**config.mk**
```make
export PLATFORM = sky130hd
export DESIGN_NAME = mem_cycle_responder
export DESIGN_NICKNAME = d
export VERILOG_FILES = /design/src/rtl/mem_resp_pkg.sv /design/src/rtl/wait_counter.sv /design/src/rtl/mem_cycle_responder.sv
export SDC_FILE = /design/constraint.sdc
export NUM_CORES = 1
export LEC_CHECK = 0
export CAP_MARGIN = 25
export CORE_ASPECT_RATIO = 0.9
export CORE_UTILIZATION = 39
export DETAILED_ROUTE_END_ITERATION = 16
export PLACE_DENSITY_LB_ADDON = 0.25
export SLEW_MARGIN = 20
export SYNTH_ARGS = -nofsm -noshare
export SYNTH_HDL_FRONTEND = slang
export SYNTH_SLANG_ARGS = --single-unit
export TNS_END_PERCENT = 30
```
**constraint.sdc**
```tcl
create_clock -name clock -period 1.5 [get_ports clock]
set_input_delay 0.375 -clock clock [delete_from_list [all_inputs] [get_ports clock]]
set_output_delay 0.375 -clock clock [all_outputs]
set_load 0.1 [all_outputs]
```
**src/rtl/mem_resp_pkg.sv**
```systemverilog
// mem_resp_pkg: shared types and constants for the
// memory-cycle responder and its wait counter.
package mem_resp_pkg;

  localparam int CW      = 4;
  localparam int CNT_MAX = (1 << CW) - 1;

  localparam logic [3:0] ROM_PAGE = 4'hF;

  typedef enum logic [1:0] {
    IDLE,
    WAIT,
    ACK,
    HOLD
  } state_t;

  typedef struct packed {
    logic rom;
    logic rd;
  } cyc_t;

endpackage

```
**src/rtl/wait_counter.sv**
```systemverilog
// wait_counter: loadable down-counter with a terminal
// flag raised when one wait state remains.
module wait_counter
  import mem_resp_pkg::*;
(
  input  logic          clock,
  input  logic          reset_n,
  input  logic          load,
  input  logic          dec,
  input  logic [CW-1:0] load_val,
  output logic          tc
);

  logic [CW-1:0] count;

  always_ff @(posedge clock or negedge reset_n) begin
    if (!reset_n) begin
      count <= '0;
    end else if (load) begin
      count <= load_val;
    end else if (dec && count != '0) begin
      count <= count - 1'b1;
    end
  end

  assign tc = (count == CW'(1));

endmodule

```
**src/rtl/mem_cycle_responder.sv**
```systemverilog
// mem_cycle_responder: ROM/RAM bus-cycle responder with wait states.
// MEM_RESP_WRPROT_EN adds address_hi/wrprot_err page-F write protect.
module mem_cycle_responder
  import mem_resp_pkg::*;
#(
  parameter int ROM_WAIT = 2,
  parameter int RAM_WAIT = 1,
  parameter int DW       = 8
) (
  input  logic          clock,
  input  logic          reset_n,
  input  logic          rom_cs,
  input  logic          ram_cs,
  input  logic          memread,
  input  logic          memwrite,
  input  logic [DW-1:0] rom_dout,
  input  logic [DW-1:0] ram_dout,
`ifdef MEM_RESP_WRPROT_EN
  input  logic [15:12]  address_hi,
  output logic          wrprot_err,
`endif
  output logic [DW-1:0] cpu_din,
  output logic          cpu_wait_n,
  output logic          ram_we,
  output logic          cycle_done,
  output logic          cs_conflict
);

  if (ROM_WAIT < 0 || ROM_WAIT > CNT_MAX ||
      RAM_WAIT < 0 || RAM_WAIT > CNT_MAX) begin : g_bad_wait
    $error("wait-state parameter outside 0..15");
  end

  localparam logic [CW-1:0] ROM_W = CW'(ROM_WAIT);
  localparam logic [CW-1:0] RAM_W = CW'(RAM_WAIT);

  state_t        state, state_nx;
  cyc_t          cyc, cyc_nx;
  logic          active, req;
  logic          ld, dec, tc;
  logic [CW-1:0] ld_val;
  logic          wait_nx, done_nx;
  logic          din_ld, ram_wr;
  logic          conf_set, prot_hit;

  assign active = memread | memwrite;
  assign req    = (rom_cs | ram_cs) & active;
  assign ld_val = rom_cs ? ROM_W : RAM_W;

`ifdef MEM_RESP_WRPROT_EN
  assign prot_hit = (address_hi == ROM_PAGE);
`else
  assign prot_hit = 1'b0;
`endif

  wait_counter u_cnt (
    .clock    (clock),
    .reset_n  (reset_n),
    .load     (ld),
    .dec      (dec),
    .load_val (ld_val),
    .tc       (tc)
  );

  always_comb begin
    state_nx = state;
    cyc_nx   = cyc;
    ld       = 1'b0;
    dec      = 1'b0;
    wait_nx  = 1'b1;
    done_nx  = 1'b0;
    din_ld   = 1'b0;
    ram_wr   = 1'b0;
    conf_set = 1'b0;
    unique case (state)
      IDLE: begin
        if (req) begin
          cyc_nx.rom = rom_cs;
          cyc_nx.rd  = memread;
          conf_set   = rom_cs & ram_cs;
          ld         = 1'b1;
          if (ld_val != '0) begin
            state_nx = WAIT;
            wait_nx  = 1'b0;
          end else begin
            state_nx = ACK;
          end
        end
      end
      WAIT: begin
        // abort wins over terminal count
        if (!active) begin
          state_nx = IDLE;
        end else if (tc) begin
          state_nx = ACK;
          dec      = 1'b1;
        end else begin
          wait_nx  = 1'b0;
          dec      = 1'b1;
        end
      end
      ACK: begin
        state_nx = HOLD;
        done_nx  = 1'b1;
        din_ld   = cyc.rd;
        ram_wr   = ~cyc.rd & ~cyc.rom;
      end
      HOLD: begin
        if (!active) state_nx = IDLE;
      end
      default: state_nx = IDLE;
    endcase
  end

  always_ff @(posedge clock or negedge reset_n) begin
    if (!reset_n) begin
      state       <= IDLE;
      cyc         <= '0;
      cpu_din     <= '0;
      cpu_wait_n  <= 1'b1;
      ram_we      <= 1'b0;
      cycle_done  <= 1'b0;
      cs_conflict <= 1'b0;
    end else begin
      state       <= state_nx;
      cyc         <= cyc_nx;
      cpu_wait_n  <= wait_nx;
      ram_we      <= ram_wr & ~prot_hit;
      cycle_done  <= done_nx;
      cs_conflict <= cs_conflict | conf_set;
      if (din_ld) cpu_din <= cyc.rom ? rom_dout : ram_dout;
    end
  end

`ifdef MEM_RESP_WRPROT_EN
  always_ff @(posedge clock or negedge reset_n) begin
    if (!reset_n) wrprot_err <= 1'b0;
    else          wrprot_err <= wrprot_err | (ram_wr & prot_hit);
  end
`endif

endmodule

```
# --- Yosys cells after proc, flatten, opt, wreduce, memory -nomap -nowiden ---
# Index checks and enable logic that the tools add are counted.
word_totals:
  reg_bits: 20
  in_bits: 22
  output_inout_bits: 12
  word_cells: 56
op_classes:
  addsub: 1
  eq_ne: 7
  mux: 24
  bitwise: 8
  n_reduce_logical: 7
op_table:
  columns: ["op", "n"]
  rows:
  - ["$mux 1", 13]
  - ["$mux 2", 6]
  - ["$mux 4", 2]
  - ["$mux 8", 1]
  - ["$pmux 2 s4", 1]
  - ["$reduce_bool 4->1", 2]
  - ["$eq 2x2->1 const B", 2]
  - ["$eq 4x1->1 const B", 1]
  - ["$ne 2x2->1 const B", 2]
  - ["$sub 4x1->4 const B", 1]
  - ["$and 1x1->1", 3]
  - ["$ne 3x3->1 const B", 1]
  - ["$or 1x1->1", 3]
  - ["$reduce_and 3->1", 1]
  - ["$eq 2x1->1 const B", 1]
  - ["$logic_not 2->1", 1]
  - ["$not 1->1", 2]
  - ["$pmux 1 s2", 1]
  - ["$reduce_and 2->1", 1]
  - ["$reduce_bool 2->1", 1]
  - ["$logic_and 1x1->1", 1]

# --- Logic depth before layout (Yosys ltp) ---
# Gate-level depths: netlist of the first run.
depth:
  word_depth: 6
  ltp_mapped: 6
  ltp_nobuf: 6

# --- Cells and area by module ---
# From an unflattened synthesis of the first run, not the netlist that was laid out.
unflattened:
  cells_unflattened: 91
  area_unflattened_um2: 985.9
modules_own_cells:
  columns: ["module", "instances", "cells_per_inst", "area_each_um2", "seq_area_each_um2"]
  rows:
  - ["mem_cycle_responder", 1, 62, 703.2, 401.6]
  - ["wait_counter", 1, 29, 282.8, 100.1]

# --- Worst setup path after synthesis of the first run ---
# No wires, ideal clock.
synth_timing:
  path_kind: "register to register"
  startpoint: "register u_cnt.count[0]"
  endpoint: "register u_cnt.count[1]"
  setup_time_ps: 76
  arrival_time_ps: 1513
  t_required_ps: 1424
  path_slack_ps: -90
  path_stages_with_launch: 7
  n_path_buf: 0
  synth_period_minus_slack_ps: 1590
  cell_sequence: "dfrtp_1 -> inv_1 -> ha_1 -> or3b_1 -> nand3_4 -> mux2_1 -> o21ai_1"
synth_between:
  elab_chain_len: 3
  elab_cells_between_ends: 6
  cone_classes: "1 x add/sub; 2 x mux; 3 x reduce/logical"
synth_rtl:
  columns: ["item", "line", "rtl"]
  rows:
  - ["from (decl)", "wait_counter.sv:14", "logic [CW-1:0] count;"]
  - ["from (signal assigned)", "wait_counter.sv:20", "count <= load_val;"]
  - ["from (signal assigned)", "wait_counter.sv:22", "count <= count - 1'b1;"]
  - ["$sub 4x1->4 / $reduce_bool 4->1 (equally long branches)", "wait_counter.sv:22, wait_counter.sv:21", null]
  - ["$mux 4 / $logic_and 1x1->1 (equally long branches)", "wait_counter.sv:21", "end else if (dec && count != '0) begin"]
  - ["$mux 4 / $reduce_bool 2->1 (equally long branches)", null, null]
# Several ways; a longest one is shown, not always the timed one. The select of a mux whose other input is x is not followed.
# A chain may end at the register's enable or synchronous reset.

# --- Worst setup path in the final report of the first run ---
# Same ends and word-level chain as after synthesis.

==> results, run 1 <==
- The routed wirelength normalized by instance count is 13.1 um.
- In the final design database the tool counted 158 nets.
- The overflow left after global routing is 0.
- The via count of the first global-routing pass is 850.
- Across the routed clock network, the largest skew measured is 0.00143 ns.
- The routed design has 2080 um of wire.
- After floorplanning, the core was sized to cover 2240 um^2.
- The number of placement rows is 16.
- TritonCTS built the clock tree.
- For this run, the share of the core covered by cells in the final layout is 69.5%.
- The hold violation count in the final report is 0.
- CTS placed an instance of sky130_fd_sc_hd__clkbuf_4 at the clock tree root.
- The clock latency on the worst-skew pair is 0.29 ns.
- The area growth from synthesis to final layout is 62.0%.
- At the pin with the least slew margin, the transition time is 0.495 ns.
- The detailed router's first-iteration violation count is 2.
- The total of fill cells in the finished design is 158.
- The ratio of final minimum period to clock period is 105%.
- In this run the worst path has a maximum fanout of 3.
- The global-route wire length before repair is 3570 um.
- The clock transition at the register clock pins on the worst setup and hold paths after CTS is 0.11 ns.
- The slack of the critical path is -0.0703 ns.
- Counting distinct cell types in the post-synthesis netlist gives 29.
- The placer's final routability congestion estimate is 0.853.
- The die height is 49.1 um.
- The worst path in the final design needs a cycle of 1.57 ns, including I/O delays and setup.
- The post-synthesis register bit count is 20.
- The number of standard cells after synthesis is 87.
- The residual DRC count is 0.
- Setup repair after global routing could not meet its margin everywhere.
- The repair_antennas step left the layout with diodes totalling 0.
- The clock passes through at most 2 buffers.
- The kind of critical path is reg2reg.
- The starting density of the core is 42.9%.
- The max-slew violation count is 0.
- In this run the mean area of a mapped cell was 11.1 um^2.
- Counting the buffers created by CTS gives 3.
- The first detailed-routing pass ran for 3 iterations.
- The total of warnings raised by yosys is 0.
- The flow ran to the end, but the final reports show violations.
- The die is 54.4 um wide.
- The initial antenna violation count is 0.
- Measured against its own limit, the worst slew margin works out to 67.0%.
- STA puts the critical path data arrival time at 1.80 ns.
- The final reports fail on negative setup slack.
- The critical path required time is 1.73 ns.
- Max-cap violations in this run came to 0.
- The upper clock frequency limit is 0.637 GHz.
- The final setup violation count is 2.
- The count of buffers added on input and output ports is 33.
- Cells with a size suffix above 1 make up 28.0% of the layout.
- In this run the remaining antenna-violating nets after routing total 0.
- The routed layout has 771 vias.
- The maximum number of pins on one net before global-route repair is 21.
- The area of the die is 2670 um^2.
- After legalization and detailed placement, the total HPWL measured 1660 um.
- The sequential-to-total area share from yosys stat is 52.1%.
- The path class of the tightest hold or removal check is in2async.
- The number of vias per cell after detailed routing is 4.85.
- When the netlist entered floorplanning its net count stood at 112.
- The total standard cell area after synthesis is 962 um^2.
- Global routing used 18.6% of the available tracks across all layers.
- The count of pins on the block boundary is 34.
- The number of H-tree branching levels is 1.
- The startpoint type of the worst setup path is a flip-flop.
- The total number of clock tree sinks is 20.
- The worst setup path is captured at a flip-flop.
-- worst max-delay path, stage by stage (launching register included) --
cell	delay, ns
sky130_fd_sc_hd__dfrtp_1	0.41
sky130_fd_sc_hd__inv_2	0.08
sky130_fd_sc_hd__ha_4	0.11
sky130_fd_sc_hd__or3b_4	0.39
sky130_fd_sc_hd__nand3_4	0.08
sky130_fd_sc_hd__mux2_4	0.31
sky130_fd_sc_hd__o21ai_2	0.12
-- worst paths after layout --
| path | from | endpoint | slack [ns] | cells after the start |
|---|---|---|---|---|
| worst min-delay path | reset_n | cs_conflict | 0.40 | 2 |
| worst min register to register | cyc[0] | ram_we | 0.49 | 1 |
| min in group clock | cyc[0] | ram_we | 0.49 | 1 |
| worst max-delay path | u_cnt.count[0] | u_cnt.count[1] | -0.07 | 6 |
| max in group asynchronous | reset_n | cpu_wait_n | 0.83 | 2 |
| worst max register to register | u_cnt.count[0] | u_cnt.count[1] | -0.07 | 6 |
-- repair_timing --
item                                    4_1_cts  5_1_grt
cloned                                        0        0
pin swaps                                     0        2
endpoints found under the setup margin        3       12
hold buffers                                  0        0
buffers inserted                              2        0
hold endpoints to repair                      0        0
gates resized for setup                       2        4
-- through the flow --
stage | instance area, um^2 | setup slack [ns] | hold WS (ns) | cells | TNS [ns]
2_1_floorplan | 968 | -0.0270 | 0.0794 | 87 | -0.0270
3_3_place_gp | 1500 | -0.192 | 0.455 | 153 | -1.18
3_5_place_dp | 1500 | -0.264 | 0.462 | 153 | -1.61
4_1_cts | 1540 | -0.0648 | 0.406 | 159 | -0.0898
5_1_grt | 1560 | -0.127 | 0.431 | 159 | -0.260
6_report | 1560 | -0.0703 | 0.404 | 159 | -0.0842
-- state kept, by name (all words and copies together) (netlist names), named ones only --
name	flops
state	1
cyc	2
cpu_wait_n	1
cpu_din	8
cycle_done	1
cs_conflict	1
u_cnt.count	4
ram_we	1
-- routing by layer --
metal  GRT usage [%]  up-vias  part of all wire (%)
li1                -      391                     -
met1            21.0      355                    42
met2            30.9       23                    51
met3            8.41        2                   6.2
met4            4.70        0                  0.67
met5               0        -                     0
-- logic make-up after synthesis --
family	synth area share, %
buffers and inverters	3.77
flip-flops	52.1
multiplexers	10.7
adder cells (fa/ha/maj)	3.90
AO/OA/AOI/OAI	12.4
AND/OR/NAND/NOR	15.3
XOR/XNOR	1.82
-- final cells by class --
class / count / area, um^2 / share of cell area [%]
timing repair buffer: 44 / 533 / 34.2
clock buffer: 4 / 26.3 / 1.69
tap: 27 / 33.8 / 2.17
multi-input combinational: 60 / 449 / 28.8
sequential: 20 / 502 / 32.2
inverter: 4 / 15.0 / 0.963
-- synthesized netlist by cell type --
master,instances,share of area (%)
sky130_fd_sc_hd__nand4_1,1,0.65
sky130_fd_sc_hd__o21ai_1,3,1.6
sky130_fd_sc_hd__buf_6,1,1.2
sky130_fd_sc_hd__xnor2_1,1,0.91
sky130_fd_sc_hd__nor2_1,4,1.6
sky130_fd_sc_hd__nor4_4,1,2.2
sky130_fd_sc_hd__or3_1,2,1.3
sky130_fd_sc_hd__buf_2,2,1.0
sky130_fd_sc_hd__a31o_1,1,0.91
sky130_fd_sc_hd__o21a_1,1,0.78
sky130_fd_sc_hd__nand3_1,1,0.52
sky130_fd_sc_hd__o21ai_0,9,4.7
sky130_fd_sc_hd__nand2_1,13,5.1
sky130_fd_sc_hd__or3b_1,1,0.91
sky130_fd_sc_hd__mux2_1,2,2.3
sky130_fd_sc_hd__dfrtp_1,19,49
sky130_fd_sc_hd__nor2b_1,1,0.65
sky130_fd_sc_hd__dfstp_2,1,2.7
sky130_fd_sc_hd__mux2i_1,8,8.3
sky130_fd_sc_hd__nor4_1,1,0.65
sky130_fd_sc_hd__xor2_1,1,0.91
sky130_fd_sc_hd__a31oi_1,1,0.65
sky130_fd_sc_hd__a21oi_1,1,0.52
sky130_fd_sc_hd__o31ai_1,1,0.78
sky130_fd_sc_hd__a21boi_0,1,0.78
sky130_fd_sc_hd__ha_1,3,3.9
sky130_fd_sc_hd__nand3_4,1,1.8
sky130_fd_sc_hd__inv_1,4,1.6
sky130_fd_sc_hd__o21ba_4,1,1.7
-- cells in the final DEF, fill, tap and decap left out, drive strengths merged, types with 2 or more instances in the layout --
| cell | instances |
|---|---|
| or3 | 2 |
| nand3 | 2 |
| nor4 | 2 |
| ha | 3 |
| buf | 23 |
| mux2i | 8 |
| inv | 4 |
| o21ai | 12 |
| dfrtp | 19 |
| clkdlybuf4s50 | 21 |
| nand2 | 13 |
| clkbuf | 4 |
| mux2 | 2 |
| nor2 | 4 |
Power of run 1 is not shown: default switching activity piles up to over one toggle a cycle in this logic, so the estimate is an artifact.
==> run 2: changes to the inputs <==
Settings changed: REMOVE_ABC_BUFFERS set to 1.
==> results, run 2 (same netlist as run 1, synthesis figures left out) <==
- The flow ran to the end, but the final reports show violations.
- The final reports fail on negative setup slack.
- After the first detailed-routing iteration, the DRC count stood at 11.
- The worst path in the final design needs a cycle of 1.56 ns, including I/O delays and setup.
- In this run the worst path has a maximum fanout of 4.
- The slack of the critical path is -0.0583 ns.
- TritonCTS built the clock tree.
- The initial antenna violation count is 0.
- The die covers 2670 um^2.
- The placer's final routability congestion estimate is 0.817.
- Traced cell by cell, the critical path runs through inv_1 > ha_1 > or3b_4 > nand3_4 > mux2_4 > o21ai_2.
- In this design, the stage delay of the slowest critical-path cell is 0.39 ns.
- Setup repair after global routing could not meet its margin everywhere.
- The slowest library cell on the worst path is sky130_fd_sc_hd__dfrtp_1.
- Summed over all nets, the half-perimeter wirelength after detailed placement is 1600 um.
- The die is 54.4 um wide.
- The hold violation count in the final report is 0.
- The placement-stage cell area is 1510 um^2.
- Together, buffers and inverters on the worst path number 1.
- The number of vias per cell after detailed routing is 5.01.
- The share of the core filled with cells in the final layout is 69.1%.
- Across the run, the number of max-cap violations was 0.
- The family with the most delay on the worst path is simple AND/OR/NAND/NOR gates.
- The total detailed-routing wirelength is 2030 um.
- The clock transition at the register clock pins on the worst setup and hold paths after CTS is 0.10 ns.
- The number of buffers added by the clock tree synthesis step is 3.
- The maximum clock path buffer count is 2.
- The most common library cell in the layout ignoring fill and taps is sky130_fd_sc_hd__clkdlybuf4s50_1.
- The iteration count of the initial detailed-routing pass is 4.
- Setup total negative slack on the finished layout was measured at -0.0583 ns.
- Entering global routing, the biggest net connects 21 pins.
- The placed cell count is 155.
- The top cell types in the final layout, fill and taps aside, are sky130_fd_sc_hd__clkdlybuf4s50_1 (21), sky130_fd_sc_hd__dfrtp_1 (19), sky130_fd_sc_hd__nand2_1 (12), sky130_fd_sc_hd__buf_12 (12), sky130_fd_sc_hd__buf_4 (11).
- The area growth from synthesis to final layout is 61.1%.
- The finished cells cover 1550 um^2.
- Clock latency on the worst-skew pair, taken at its later pin, is 0.29 ns.
- The total area inside the core boundary comes to 2240 um^2.
- The number of inserted diodes is 0.
- In the final layout, the registers with the most flip-flops are cpu_din: 8 flops, u_cnt.count: 4 flops, cyc: 2 flops.
- Post-CTS timing repair inserted 0 buffers for setup.
- The number of gates on the worst path with buffers counted is 6.
- The kind of critical path is reg2reg.
- The number of placement rows is 16.
- Dividing the detail-routed wire length by the instance count gives 12.8 um.
- For the final database, setup skew stands at 0.00189 ns.
- The max-slew violation count came to 0.
- The type of the most critical hold path is in2async.
- The data arrival time of the worst path is 1.79 ns.
- The total track usage is 18.3%.
- Pin placement for this block handled 34 I/O pins.
- After detailed routing, the number of remaining DRC violations is 0.
- The share of cells above drive strength 1 is 27.3%.
- The floorplan step set the die height to 49.1 um.
- Counting the fill cells in the layout gives 168.
- The number of flip-flops under the largest register name is 8.
- The final critical path takes up 104% of the cycle.
- STA classifies the critical path endpoint as a flip-flop.
- The upper clock frequency limit is 0.642 GHz.
- The worst pin sits at a relative slew slack of 66.7%.
- The actual transition at the worst max-transition pin is 0.500 ns.
- The startpoint type of the worst setup path is a flip-flop.
- The register with the most flip-flops is cpu_din.
- The starting density of the core is 42.9%.
- The number of nets in the layout is 158.
- The root buffer cell is sky130_fd_sc_hd__clkbuf_4.
- The remaining antenna violation count after routing is 0.
- The via count of the first global-routing pass is 786.
- For the worst setup path, the data required time is 1.73 ns.
- The first global-routing pass estimated 3450 um of wire.
- The final non-filler cell total is 159.
- The via count is 796.
- Counting every sink on the clock net gives 20.
- The worst register-to-register path has a depth of 6.
- The final setup violation count is 1.
- The number of buffers added to fix hold violations after cts is 0.
- The total overflow left after global routing is 0.
- The number of H-tree branching levels is 1.
- The count of buffers added on input and output ports is 33.
==> run 2: final timing paths <==
kind,endpoint,slack [ns],from
max in group asynchronous,cpu_wait_n,0.83,reset_n
min,u_cnt.count[0],0.40,reset_n
max reg2reg,u_cnt.count[1],-0.06,u_cnt.count[1]
max,u_cnt.count[1],-0.06,u_cnt.count[1]
min in group clock,ram_we,0.50,cyc[0]
min reg2reg,ram_we,0.50,cyc[0]
==> run 2: repair_timing <==
action,4_1_cts,5_1_grt
setup endpoints to repair,1,11
gates resized for setup,2,4
cloned,0,0
pin swaps,2,2
==> run 2: per-layer routing <==
metal,up-vias,global-route usage [%],part of all wire [%]
li1,394,-,-
met1,377,22.4,42
met2,23,30.7,52
met3,2,5.61,5.3
met4,0,3.85,0.74
met5,-,0,0
==> run 2: final cells by class <==
class / count / area (um^2) / area share, %
Sequential cell: 20 / 502 / 32.4
Timing Repair Buffer: 44 / 533 / 34.4
Clock buffer: 4 / 26.3 / 1.69
Inverter: 4 / 15.0 / 0.969
Multi-Input combinational cell: 60 / 440 / 28.4
Tap cell: 27 / 33.8 / 2.18
==> run 2: metrics by stage <==
step	setup WS, ns	hold WS, ns
4_1_cts	-0.0811	0.405
3_3_place_gp	-0.191	0.454
3_5_place_dp	-0.246	0.450
2_1_floorplan	-0.0899	0.0794
5_1_grt	-0.140	0.426
6_report	-0.0583	0.404
Power of run 2 is left out for the same reason.
